File: src/rtl/aqua_vend_multi.sv
// rtl/aqua_vend_multi.sv - multi-volume water vending FSM with change, refund, timeout and BCD amount-due display
// Define AQUA_COIN20_EN to accept coin code 11 as a 20 Rs coin; otherwise code 11 behaves like no coin.
module aqua_vend_multi #(
    parameter int NUM_PROD    = 4,
    parameter int PRICE_BASE  = 15,
    parameter int CREDIT_W    = 7,
    parameter int TIMEOUT_CYC = 1000
) (
    input  logic                clk,
    input  logic                reset,
    input  logic [NUM_PROD-1:0] sel,
    input  logic [1:0]          coin,
    input  logic                cancel,
    output logic [NUM_PROD-1:0] dispense,
    output logic [CREDIT_W-1:0] change,
    output logic                change_vld,
    output logic                busy,
    output logic [CREDIT_W-1:0] credit,
    output logic [3:0]          disp_tens,
    output logic [3:0]          disp_ones
);

    localparam int IW = (NUM_PROD > 1) ? $clog2(NUM_PROD) : 1;
    localparam int TW = $clog2(TIMEOUT_CYC + 1);
    localparam logic [TW-1:0] TMO_LAST = TW'(TIMEOUT_CYC - 1);

    localparam logic [1:0] S_IDLE     = 2'd0;
    localparam logic [1:0] S_COLLECT  = 2'd1;
    localparam logic [1:0] S_DISPENSE = 2'd2;
    localparam logic [1:0] S_REFUND   = 2'd3;

    logic [1:0]          state_q, state_d;
    logic [IW-1:0]       idx_q, idx_d;
    logic [CREDIT_W-1:0] price_q, price_d;
    logic [CREDIT_W-1:0] credit_q, credit_d;
    logic [TW-1:0]       tmo_q, tmo_d;
    logic [NUM_PROD-1:0] dispense_q, dispense_d;
    logic [CREDIT_W-1:0] change_q, change_d;
    logic                change_vld_q, change_vld_d;

    logic [CREDIT_W-1:0] coin_val;
    logic                coin_hit;
    logic [IW-1:0]       sel_idx;
    logic [CREDIT_W-1:0] sel_price;
    logic                sel_ok;
    logic [CREDIT_W-1:0] next_credit;
    logic [CREDIT_W-1:0] due;
    logic [CREDIT_W-1:0] tens_w;
    logic [CREDIT_W-1:0] ones_w;

    always_comb begin
        coin_val = '0;
        case (coin)
            2'b01:   coin_val = CREDIT_W'(5);
            2'b10:   coin_val = CREDIT_W'(10);
`ifdef AQUA_COIN20_EN
            2'b11:   coin_val = CREDIT_W'(20);
`else
            2'b11:   coin_val = '0;
`endif
            default: coin_val = '0;
        endcase
    end

    assign coin_hit    = |coin_val;
    assign next_credit = credit_q + coin_val;
    assign sel_ok      = $onehot(sel);

    always_comb begin
        sel_idx   = '0;
        sel_price = '0;
        for (int i = 0; i < NUM_PROD; i++) begin
            if (sel[i]) begin
                sel_idx   = IW'(i);
                sel_price = CREDIT_W'(PRICE_BASE * (i + 1));
            end
        end
    end

    // Output pulses are computed on the transition so they appear registered in the following cycle.
    always_comb begin
        state_d      = state_q;
        idx_d        = idx_q;
        price_d      = price_q;
        credit_d     = credit_q;
        tmo_d        = tmo_q;
        dispense_d   = '0;
        change_d     = '0;
        change_vld_d = 1'b0;
        case (state_q)
            S_IDLE: begin
                credit_d = '0;
                if (sel_ok) begin
                    idx_d    = sel_idx;
                    price_d  = sel_price;
                    credit_d = coin_val;
                    tmo_d    = '0;
                    state_d  = S_COLLECT;
                end else if (coin_hit) begin
                    change_d     = coin_val;
                    change_vld_d = 1'b1;
                end
            end
            S_COLLECT: begin
                tmo_d = coin_hit ? '0 : tmo_q + TW'(1);
                if (cancel) begin
                    credit_d     = next_credit;
                    change_d     = next_credit;
                    change_vld_d = |next_credit;
                    state_d      = S_REFUND;
                end else if (next_credit >= price_q) begin
                    credit_d     = next_credit;
                    dispense_d   = NUM_PROD'(1) << idx_q;
                    change_d     = next_credit - price_q;
                    change_vld_d = (next_credit != price_q);
                    state_d      = S_DISPENSE;
                end else if (!coin_hit && tmo_q == TMO_LAST) begin
                    change_d     = credit_q;
                    change_vld_d = |credit_q;
                    state_d      = S_REFUND;
                end else begin
                    credit_d = next_credit;
                end
            end
            default: begin
                credit_d = '0;
                state_d  = S_IDLE;
            end
        endcase
    end

    always_ff @(posedge clk) begin
        if (reset) begin
            state_q      <= S_IDLE;
            idx_q        <= '0;
            price_q      <= '0;
            credit_q     <= '0;
            tmo_q        <= '0;
            dispense_q   <= '0;
            change_q     <= '0;
            change_vld_q <= 1'b0;
        end else begin
            state_q      <= state_d;
            idx_q        <= idx_d;
            price_q      <= price_d;
            credit_q     <= credit_d;
            tmo_q        <= tmo_d;
            dispense_q   <= dispense_d;
            change_q     <= change_d;
            change_vld_q <= change_vld_d;
        end
    end

    // Amount due is clamped at zero (overpaid on entry) and saturated at two BCD digits.
    always_comb begin
        due = '0;
        if (state_q == S_COLLECT && price_q > credit_q) begin
            due = price_q - credit_q;
        end
        if (due > CREDIT_W'(99)) begin
            due = CREDIT_W'(99);
        end
        tens_w = due / CREDIT_W'(10);
        ones_w = due % CREDIT_W'(10);
    end

    assign dispense   = dispense_q;
    assign change     = change_q;
    assign change_vld = change_vld_q;
    assign busy       = (state_q != S_IDLE);
    assign credit     = credit_q;
    assign disp_tens  = 4'(tens_w);
    assign disp_ones  = 4'(ones_w);

endmodule
File: config.mk
export PLATFORM = sky130hd
export DESIGN_NAME = aqua_vend_multi
export DESIGN_NICKNAME = d
export VERILOG_FILES = /design/src/rtl/aqua_vend_multi.sv
export SDC_FILE = /design/constraint.sdc
export NUM_CORES = 1
export LEC_CHECK = 0
export ABC_AREA = 1
export BUFFER_PORTS_ARGS = -buffer_cell sky130_fd_sc_hd__buf_4
export CAP_MARGIN = 20
export CORE_ASPECT_RATIO = 2
export CORE_MARGIN = 2
export CORE_UTILIZATION = 35
export CTS_BUF_LIST = sky130_fd_sc_hd__clkbuf_16
export DETAILED_ROUTE_END_ITERATION = 7
export MAX_ROUTING_LAYER = met4
export RECOVER_POWER = 50
export REMOVE_ABC_BUFFERS = 1
export SLEW_MARGIN = 20
export SYNTH_ARGS = -nofsm -noshare
export SYNTH_HDL_FRONTEND = slang
export SYNTH_SLANG_ARGS = --single-unit
File: constraint.sdc
create_clock -name clk -period 5.95 [get_ports clk]
set_input_delay 0.2975 -clock clk [delete_from_list [all_inputs] [get_ports clk]]
set_output_delay 0.2975 -clock clk [all_outputs]
set_load 0.01 [all_outputs]
==> results.md, run 1 <==
- Wire per inst: roughly 15 um
- R2r worst-path depth: 20
- Vias in the first global route: 3132
- Min-delay worst type: in2reg
- Crit end category: output port
- Leak: 1.64 nW
- Port buffer count: 36
- H-tree levels: 2
- Worst EP required: 5650 ps
- Fmax: 210 MHz
- Clk sink count: 36
- Ys Warns: 0
- #FFs+latches synth: 36
- Clock Skews: 4.13 ps
- Post-CTS Setup Bufs: 0
- Vias: 2943
- Worst-path clk slew: 60 ps
- Longest Clk Path Bufs: 2
- Initial Util: roughly 36%
- Most common cell in the netlist: nand2_1
- Synth top area share: 24.3%
- FF-to-FF Start: credit[0]
- Post-synthesis cell type count: between 40 and 50
- Min Tclk post-route: 4760 ps
- Most frequent CP cell: nand2_1
- Peak supply drop: 0.000220 V
- Worst path max stage delay: 450 ps
- Iteration-0 DRC count of the detailed router: 87
- Startpoint types: flop
- Rows: 47
- Nets: just over 500
- GPL Wtd Cong: 0.994
- Yosys top cell by area: dfxtp_1
- Hold_ws: about 320 ps
- Num CTS Buffers: 5
- Gates resized, CTS repair: 0
- Commonest cells in the netlist: 80 x nand2_1, 71 x inv_1, 46 x nor2_1
- Synthesized area: 2960 um2
- Core area: 8230 um2
- RSZ-0062 raised after global routing: false
- Worst flop-to-flop path endpoint: credit[3]
- DRC viols: 0
- Fill count: 902
- Setup CP Type: reg2out
- Final hold vios: 0
- Largest net degree at the start of global routing: 15
- Crit-path slowest cell: dfxtp_1
- Syn avg cell area: 6.93 um2
- Worst slew pin tran: 744 ps
- Min-delay src: reset
- I/O Pins: 37
- WHS Path Cells: 2
- Die height: between 100 and 150 um
- Total GRT Usage: 19.8%
- Hold_buf cts: 0
- Largest cells by area after synthesis: dfxtp_1 24%, ha_1 12%, nand2_1 10%
- Period utilization: 80.0%
- Synth Instances: approximately 430
- Sequential fraction of the synthesis area: about a quarter
- Maximum net fanout on the critical path: 6
- Total Wirelength: between 8 and 9 mm
- Post-DP HPWL: 7.25 mm
- Relative slew slack: 49.9%
- First-pass GRT wire length: 14.2 mm
- Clock root buffer: clkbuf_16
- Asr flop ratio synth: 0%
- Crit path DAT: 4460 ps
- Post-DR vias/cell: 5.18
- CTS tree: yes
- Antenna Violating Nets Remaining: 0
- Iteration count of the initial detailed-routing pass: 5
- Overflow left after global routing: 0
- Worst reg-to-reg setup slack: roughly 2100 ps
- Post-synth EDFFs: 0
- Fin Setup TNS: 0 ps
- Run status: complete, no violations
- Die X: 69.0 um
- Pwr Density: between 300 and 400 nW/um2
- Hold EP: credit[5]
- Sequential cell area: between 700 and 800 um2
- Fraction of layout cells with a size suffix above 1: 12.8%
- Slew Viols, Final: 0
- Synth-to-layout area growth: 15.9%
- Area of the multi-input gates: 1930 um2
- Ant. Diodes: 0
- Die ar.: 9250 um2
- # Max-Cap Violations: 0
- Setup violators final: 0
- Synth Flop Type: dfxtp_1
- Worst-Skew Late Latency: 290 ps
- Initial antenna violation count: 0
## critical path, delay by kind of cell, from the launching register on
kind	cells	cell delay (ps)
buffers and inverters	4	430
DFF	1	450
and+or+nand+nor	21	2350
adders and majority gates	4	960
## kinds of logic after synthesis
logic type | Yosys count | share of synthesized area (%)
flops | 36 | 24.3
xor+xnor | 10 | 2.96
simple gates | 194 | 31.4
buf+inv | 81 | 10.3
fa+ha+maj | 32 | 14.5
compound gates | 74 | 16.5
## stage by stage
stage          util [%]  total power [mW]  instances  cell area, um2  setup WS (ps)
2_1_floorplan         -             0.620        426            2960           2150
3_3_place_gp       40.7             0.760        560            3350           1720
3_5_place_dp       40.7             0.765        560            3350           1630
4_1_cts            42.7              1.07        568            3520           1310
5_1_grt            41.7              1.12        568            3430            774
6_report           41.7              1.05        568            3430           1190
## sequential cells by signal (all words and copies together) (netlist names)
register and count:
price_q 4, idx_q 1, change 7, dispense 4, change_vld 1, tmo_q 10
credit 7, state_q 2
## placed cells by master (no fill, tap or decap), types with 6 or more instances in the layout
cell type | Yosys | layout
xor2_1 | 8 | 8
a211oi_1 | 7 | 7
a21oi_1 | 23 | 23
inv_1 | 71 | 71
inv_2 | 6 | 6
nand2_2 | 10 | 10
dfxtp_1 | 36 | 36
ha_1 | 28 | 28
clkbuf_1 | 1 | 20
nand2_1 | 80 | 81
nor3_1 | 9 | 9
nand3_1 | 20 | 20
buf_4 | 0 | 15
o21ai_0 | 14 | 15
nor2_1 | 46 | 47
## worst max-delay path by stage
| stage | to | slack (ps) | start |
|---|---|---|---|
| after floorplan | disp_ones[1] | 2150 | credit[4] |
| final | disp_ones[2] | 1190 | credit[4] |
| after CTS | disp_ones[2] | 1310 | credit[4] |
| after global routing | disp_ones[1] | 770 | credit[4] |
| after detailed placement | disp_ones[2] | 1630 | credit[4] |
| after global placement | disp_ones[2] | 1720 | credit[4] |
## per-layer routing
metal	vias to the layer above	routed length (um)	track usage [%]
li1	1482	-	-
met1	1363	2700	15.4
met2	66	5260	41.2
met3	32	246	2.10
met4	0	433	12.3
met5	-	0	-
## cell type report
type / instances / area share, %
flip-flops and latches: 36 / 21.0
clock inverters: 3 / 1.24
repair buffers: 36 / 5.69
well taps: 98 / 3.57
inverters: 80 / 8.75
clock buffers: 5 / 3.65
multi-input cells: 310 / 56.1
## where the power goes
group / internal [mW] / total [mW] / switching (mW)
Sequential: 0.258 / 0.274 / 0.0156
Clock: 0.197 / 0.304 / 0.107
Combinational: 0.167 / 0.470 / 0.303
Total: 0.622 / 1.05 / 0.425
Note: power is estimated with default switching activity, not from simulation.
==> run 2: changes to the inputs <==
==> constraint.sdc (replaced) <==
create_clock -name clk -period 4.4 [get_ports clk]
set_input_delay 0.22 -clock clk [delete_from_list [all_inputs] [get_ports clk]]
set_output_delay 0.22 -clock clk [all_outputs]
set_load 0.01 [all_outputs]
==> results.md, run 2 (same netlist as run 1, synthesis figures left out) <==
- Run status: complete, no violations
- H-tree levels: 2
- Vias in the first global route: between 3000 and 4000
- Clk sink count: 36
- M2 GR Usage: about 40%
- Worst-Skew Late Latency: between 200 and 300 ps
- Setup violators final: 0
- Period utilization: 93.4%
- Largest net degree at the start of global routing: 15
- Clock Skews: ~2.7 ps
- Post-DR vias/cell: 5.14
- Post-DP HPWL: 7.22 mm
- Hold_buf cts: 0
- I/O Pins: 37
- Min-delay worst type: in2reg
- Fmax: 243 MHz
- Iteration-0 DRC count of the detailed router: 103
- Core area: 8230 um2
- Pwr Density: 401 nW/um2
- Initial Util: 36.0%
- Max reg flops: 10
- First-pass GRT wire length: 14.0 mm
- Antenna Violating Nets Remaining: 0
- Die ar.: 9250 um2
- Longest Clk Path Bufs: 2
- Rows: 47
- Total GRT Usage: 19.8%
- Met3 usage: 2.40%
- Num CTS Buffers: 5
- Grt peak-use layer: met2
- Worst setup margin: 290 ps
- Die X: 69.0 um
- CTS tree: yes
- Nets: 522
- Iteration count of the initial detailed-routing pass: 4
- Met1 Use GR: 16.1%
- Vias: 2981
- Startpoint types: flop
- Min Tclk post-route: 4110 ps
- Die height: around 130 um
- Crit end category: output port
- Overflow left after global routing: 0
- Relative slew slack: 55.0%
- Commonest non-fill, non-tap cell in the layout: nand2_1
- Worst path max stage delay: a little under 400 ps
- Maximum net fanout on the critical path: 6
- # Max-Cap Violations: 0
- Wire per inst: between 15 and 20 um
- Setup CP Type: reg2out
- Crit path DAT: 3890 ps
- Initial antenna violation count: 0
- Final hold vios: 0
- Fill count: 906
- Port buffer count: 36
- Slew Viols, Final: 0
- Total Wirelength: between 8 and 9 mm
- Fraction of layout cells with a size suffix above 1: 18.5%
- Synth-to-layout area growth: 21.8%
- Peak supply drop: around 0.00029 V
- GPL Wtd Cong: 0.998
- Clock root buffer: clkbuf_16
- Worst-path clk slew: 60 ps
- Ant. Diodes: 0
- Most frequent CP cell: nand2_1
- Worst EP required: 4180 ps
- DRC viols: 0
- Leak: 1.69 nW
- Crit-path slowest cell: dfxtp_4
- Hold_ws: around 240 ps
- Commonest non-fill, non-tap cells in the layout: 79 x nand2_1, 68 x inv_1, 46 x nor2_1, 34 x dfxtp_1, 28 x buf_4
- Biggest register: tmo_q
- Dpl ws: 192 ps
- Worst slew pin tran: 669 ps
-- run 2: worst max-delay path, delay by kind of cell (launching register included) --
| kind | cells | cell delay [ps] |
|---|---|---|
| compound gates | 1 | 240 |
| flops | 1 | 390 |
| fa+ha+maj | 4 | 840 |
| simple gates | 21 | 1750 |
| buf+inv | 4 | 360 |
-- run 2: metal layers --
metal | part of all wire [%] | wire length [um] | up-vias
li1 | - | - | 1505
met1 | 32 | 2850 | 1394
met2 | 61 | 5370 | 57
met3 | 2.5 | 217 | 25
met4 | 4.1 | 359 | 0
met5 | 0 | 0 | -
-- run 2: repair_timing --
action	4_1_cts	5_1_grt
pin swaps	1	4
setup endpoints to repair	4	4
buffers inserted	0	5
gates resized for setup	2	17
-- run 2: final timing paths --
path	from	endpoint	slack, ps	cells past startpoint
setup / recovery	credit[4]	disp_ones[2]	290	30
hold / removal	reset	credit[4]	240	2
setup reg to reg	credit[2]	change[1]	670	20
hold reg to reg	tmo_q[1]	tmo_q[1]	490	2
-- run 2: area by class of cell --
type	count	area, um2	share of cell area (%)
timing repair buffer	48	285	7.91
inverter	80	300	8.33
multi-input combinational	310	2030	56.2
tap	98	123	3.40
clock buffer	5	125	3.47
sequential	36	726	20.1
clock inverter	3	18.8	0.521
-- run 2: per-stage QoR --
step	util (%)	std cells	power, mW	cell area (um2)	setup TNS (ps)
after CTS	43.2	575	1.41	3560	0
after floorplan	-	426	0.838	2960	0
final	43.8	580	1.44	3600	0
after global routing	43.8	580	1.55	3600	-46.0
after global placement	41.3	567	1.04	3400	0
after detailed placement	41.3	567	1.05	3400	0
-- run 2: power breakdown --
group	switching (mW)	internal [mW]
logic	0.439	0.281
clock network	0.145	0.209
registers	0.0212	0.349
total	0.606	0.838
==> run 3: changes to the inputs <==
--- a/config.mk
+++ b/config.mk
@@ -9,13 +9,14 @@
 export BUFFER_PORTS_ARGS = -buffer_cell sky130_fd_sc_hd__buf_4
 export CAP_MARGIN = 20
 export CORE_ASPECT_RATIO = 2
-export CORE_MARGIN = 2
+export CORE_MARGIN = 1
 export CORE_UTILIZATION = 35
 export CTS_BUF_LIST = sky130_fd_sc_hd__clkbuf_16
 export DETAILED_ROUTE_END_ITERATION = 7
 export MAX_ROUTING_LAYER = met4
 export RECOVER_POWER = 50
 export REMOVE_ABC_BUFFERS = 1
+export SETUP_SLACK_MARGIN = 0.1
 export SLEW_MARGIN = 20
 export SYNTH_ARGS = -nofsm -noshare
 export SYNTH_HDL_FRONTEND = slang
==> results.md, run 3 (same netlist as run 1, synthesis figures left out) <==
- H-tree levels: 2
- # Max-Cap Violations: 0
- Relative slew slack: roughly 62%
- Die ar.: 8850 um2
- Worst-Skew Late Latency: 290 ps
- Min-delay src: reset
- Peak supply drop: 0.000297 V
- Leak: 1.72 nW
- Iteration-0 DRC count of the detailed router: 115
- Crit end category: output port
- Total GRT Usage: 22.2%
- Run status: complete, no violations
- Post-DR vias/cell: 5.17
- Total Wirelength: around 8.9 mm
- Finished Layout Cells: 582
- Worst path max stage delay: ~400 ps
- Port buffer count: 36
- Design Area, Final: around 3600 um2
- Nets: around 520
- Core area: between 8000 and 9000 um2
- Setup violators final: 0
- Setup CP Type: reg2out
- Worst setup margin: 236 ps
- Worst EP required: 4180 ps
- I/O Pins: 37
- Max reg flops: 10
- Dpl ws: 125 ps
- Worst-path clk slew: about 50 ps
- Post-DP HPWL: 7.16 mm
- FF-to-FF Start: credit[1]
- Rows: 47
- Worst slew pin tran: 565 ps
- Crit-path slowest cell: dfxtp_1
- Clock Skews: between 6 and 7 ps
- Iteration count of the initial detailed-routing pass: 4
- Biggest register: tmo_q
- Clk sink count: 36
- Ant. Diodes: 0
- Final Util: 44.3%
- Die X: 67.0 um
- Vias in the first global route: between 3000 and 4000
- Startpoint types: flop
- Clock root buffer: clkbuf_16
- Vias: 3008
- First-pass GRT wire length: 14.2 mm
- R2r worst-path depth: 19
- CP Capture Point: disp_ones[2]
- Wire per inst: 15.3 um
- Slew Viols, Final: 0
- Overflow left after global routing: 0
- Commonest non-fill, non-tap cell in the layout: nand2_1
- DRC viols: 0
- Crit path DAT: between 3000 and 4000 ps
- Initial antenna violation count: 0
- CTS tree: yes
- GPL Wtd Cong: 0.971
- Final hold vios: 0
- Fmax: 240 MHz
- Pwr Density: 395 nW/um2
- Die height: ~130 um
- Commonest non-fill, non-tap cells in the layout: 79 x nand2_1, 67 x inv_1, 46 x nor2_1, 33 x buf_4, 32 x dfxtp_1
- Largest net degree at the start of global routing: 15
- # placed instances: 563
- Placed cell areas: 3370 um2
- Fraction of layout cells with a size suffix above 1: 20.2%
- Antenna Violating Nets Remaining: 0
- Synth-to-layout area growth: 23.2%
- Worst reg-to-reg setup slack: 570 ps
- Period utilization: a little over nine tenths
- Num CTS Buffers: 5
- Maximum net fanout on the critical path: 6
- Longest Clk Path Bufs: 2
- Initial Util: 36.0%
- Critical path origin: credit[1]
- Min-delay worst type: in2reg
- Min Tclk post-route: around 4200 ps
- Worst flop-to-flop path endpoint: change[0]
## run 3: changes by cell type in the layout (fill, tap and decap cells not counted), sizes merged
cell	change
buf	+5
clkbuf	-3
clkinv	-1
clkinvlp	+1
## run 3: power by group
part / leakage [nW] / internal, mW / switching (mW) / total (mW)
Clock: 0.0716 / 0.209 / 0.143 / 0.352
Combinational: 1.36 / 0.279 / 0.436 / 0.715
Sequential: 0.294 / 0.349 / 0.0231 / 0.372
Total: 1.72 / 0.838 / 0.602 / 1.44
## run 3: timing repair
action                                  4_1_cts  5_1_grt
endpoints found under the setup margin        4        4
hold buffers                                  0        0
pin swaps                                     1        6
gates resized for setup                      11       17
buffers inserted                              1       10
## run 3: worst min path at each step
stage | to | slack, ps | cells after the start
after floorplan | credit[0] | 290 | 1
after global placement | tmo_q[1] | 470 | 2
after detailed placement | tmo_q[4] | 480 | 2
after CTS | credit[5] | 230 | 2
after global routing | credit[5] | 240 | 2
final | credit[4] | 240 | 2
## run 3: layout make-up
cell class | instances | area, um2
Fill cell | 887 | 4590
Multi-Input combinational cell | 310 | 2030
Sequential cell | 36 | 731
Timing Repair Buffer | 50 | 315
Inverter | 80 | 304
Clock buffer | 5 | 125
Tap cell | 98 | 123
Clock inverter | 3 | 17.5
## run 3: worst max-delay path, delay by kind of cell (launching register included)
family	cells	cell delay (ps)
AND/OR/NAND/NOR	23	1920
flip-flops	1	400
adder cells (fa/ha/maj)	4	880
buffers and inverters	4	430
## run 3: per-layer routing
layer	share of wire, %	wire [um]	global-route usage (%)
met1	32	2800	17.9
met2	59	5270	42.9
met3	2.8	247	2.68
met4	6.4	568	14.4
met5	0	0	-
## run 3: through the flow
stage	hold WS (ps)	power (mW)	TNS, ps
6_report	244	1.44	0
5_1_grt	243	1.55	-2.20
4_1_cts	231	1.42	0
3_5_place_dp	478	1.04	0
3_3_place_gp	475	1.03	0
2_1_floorplan	289	0.838	0
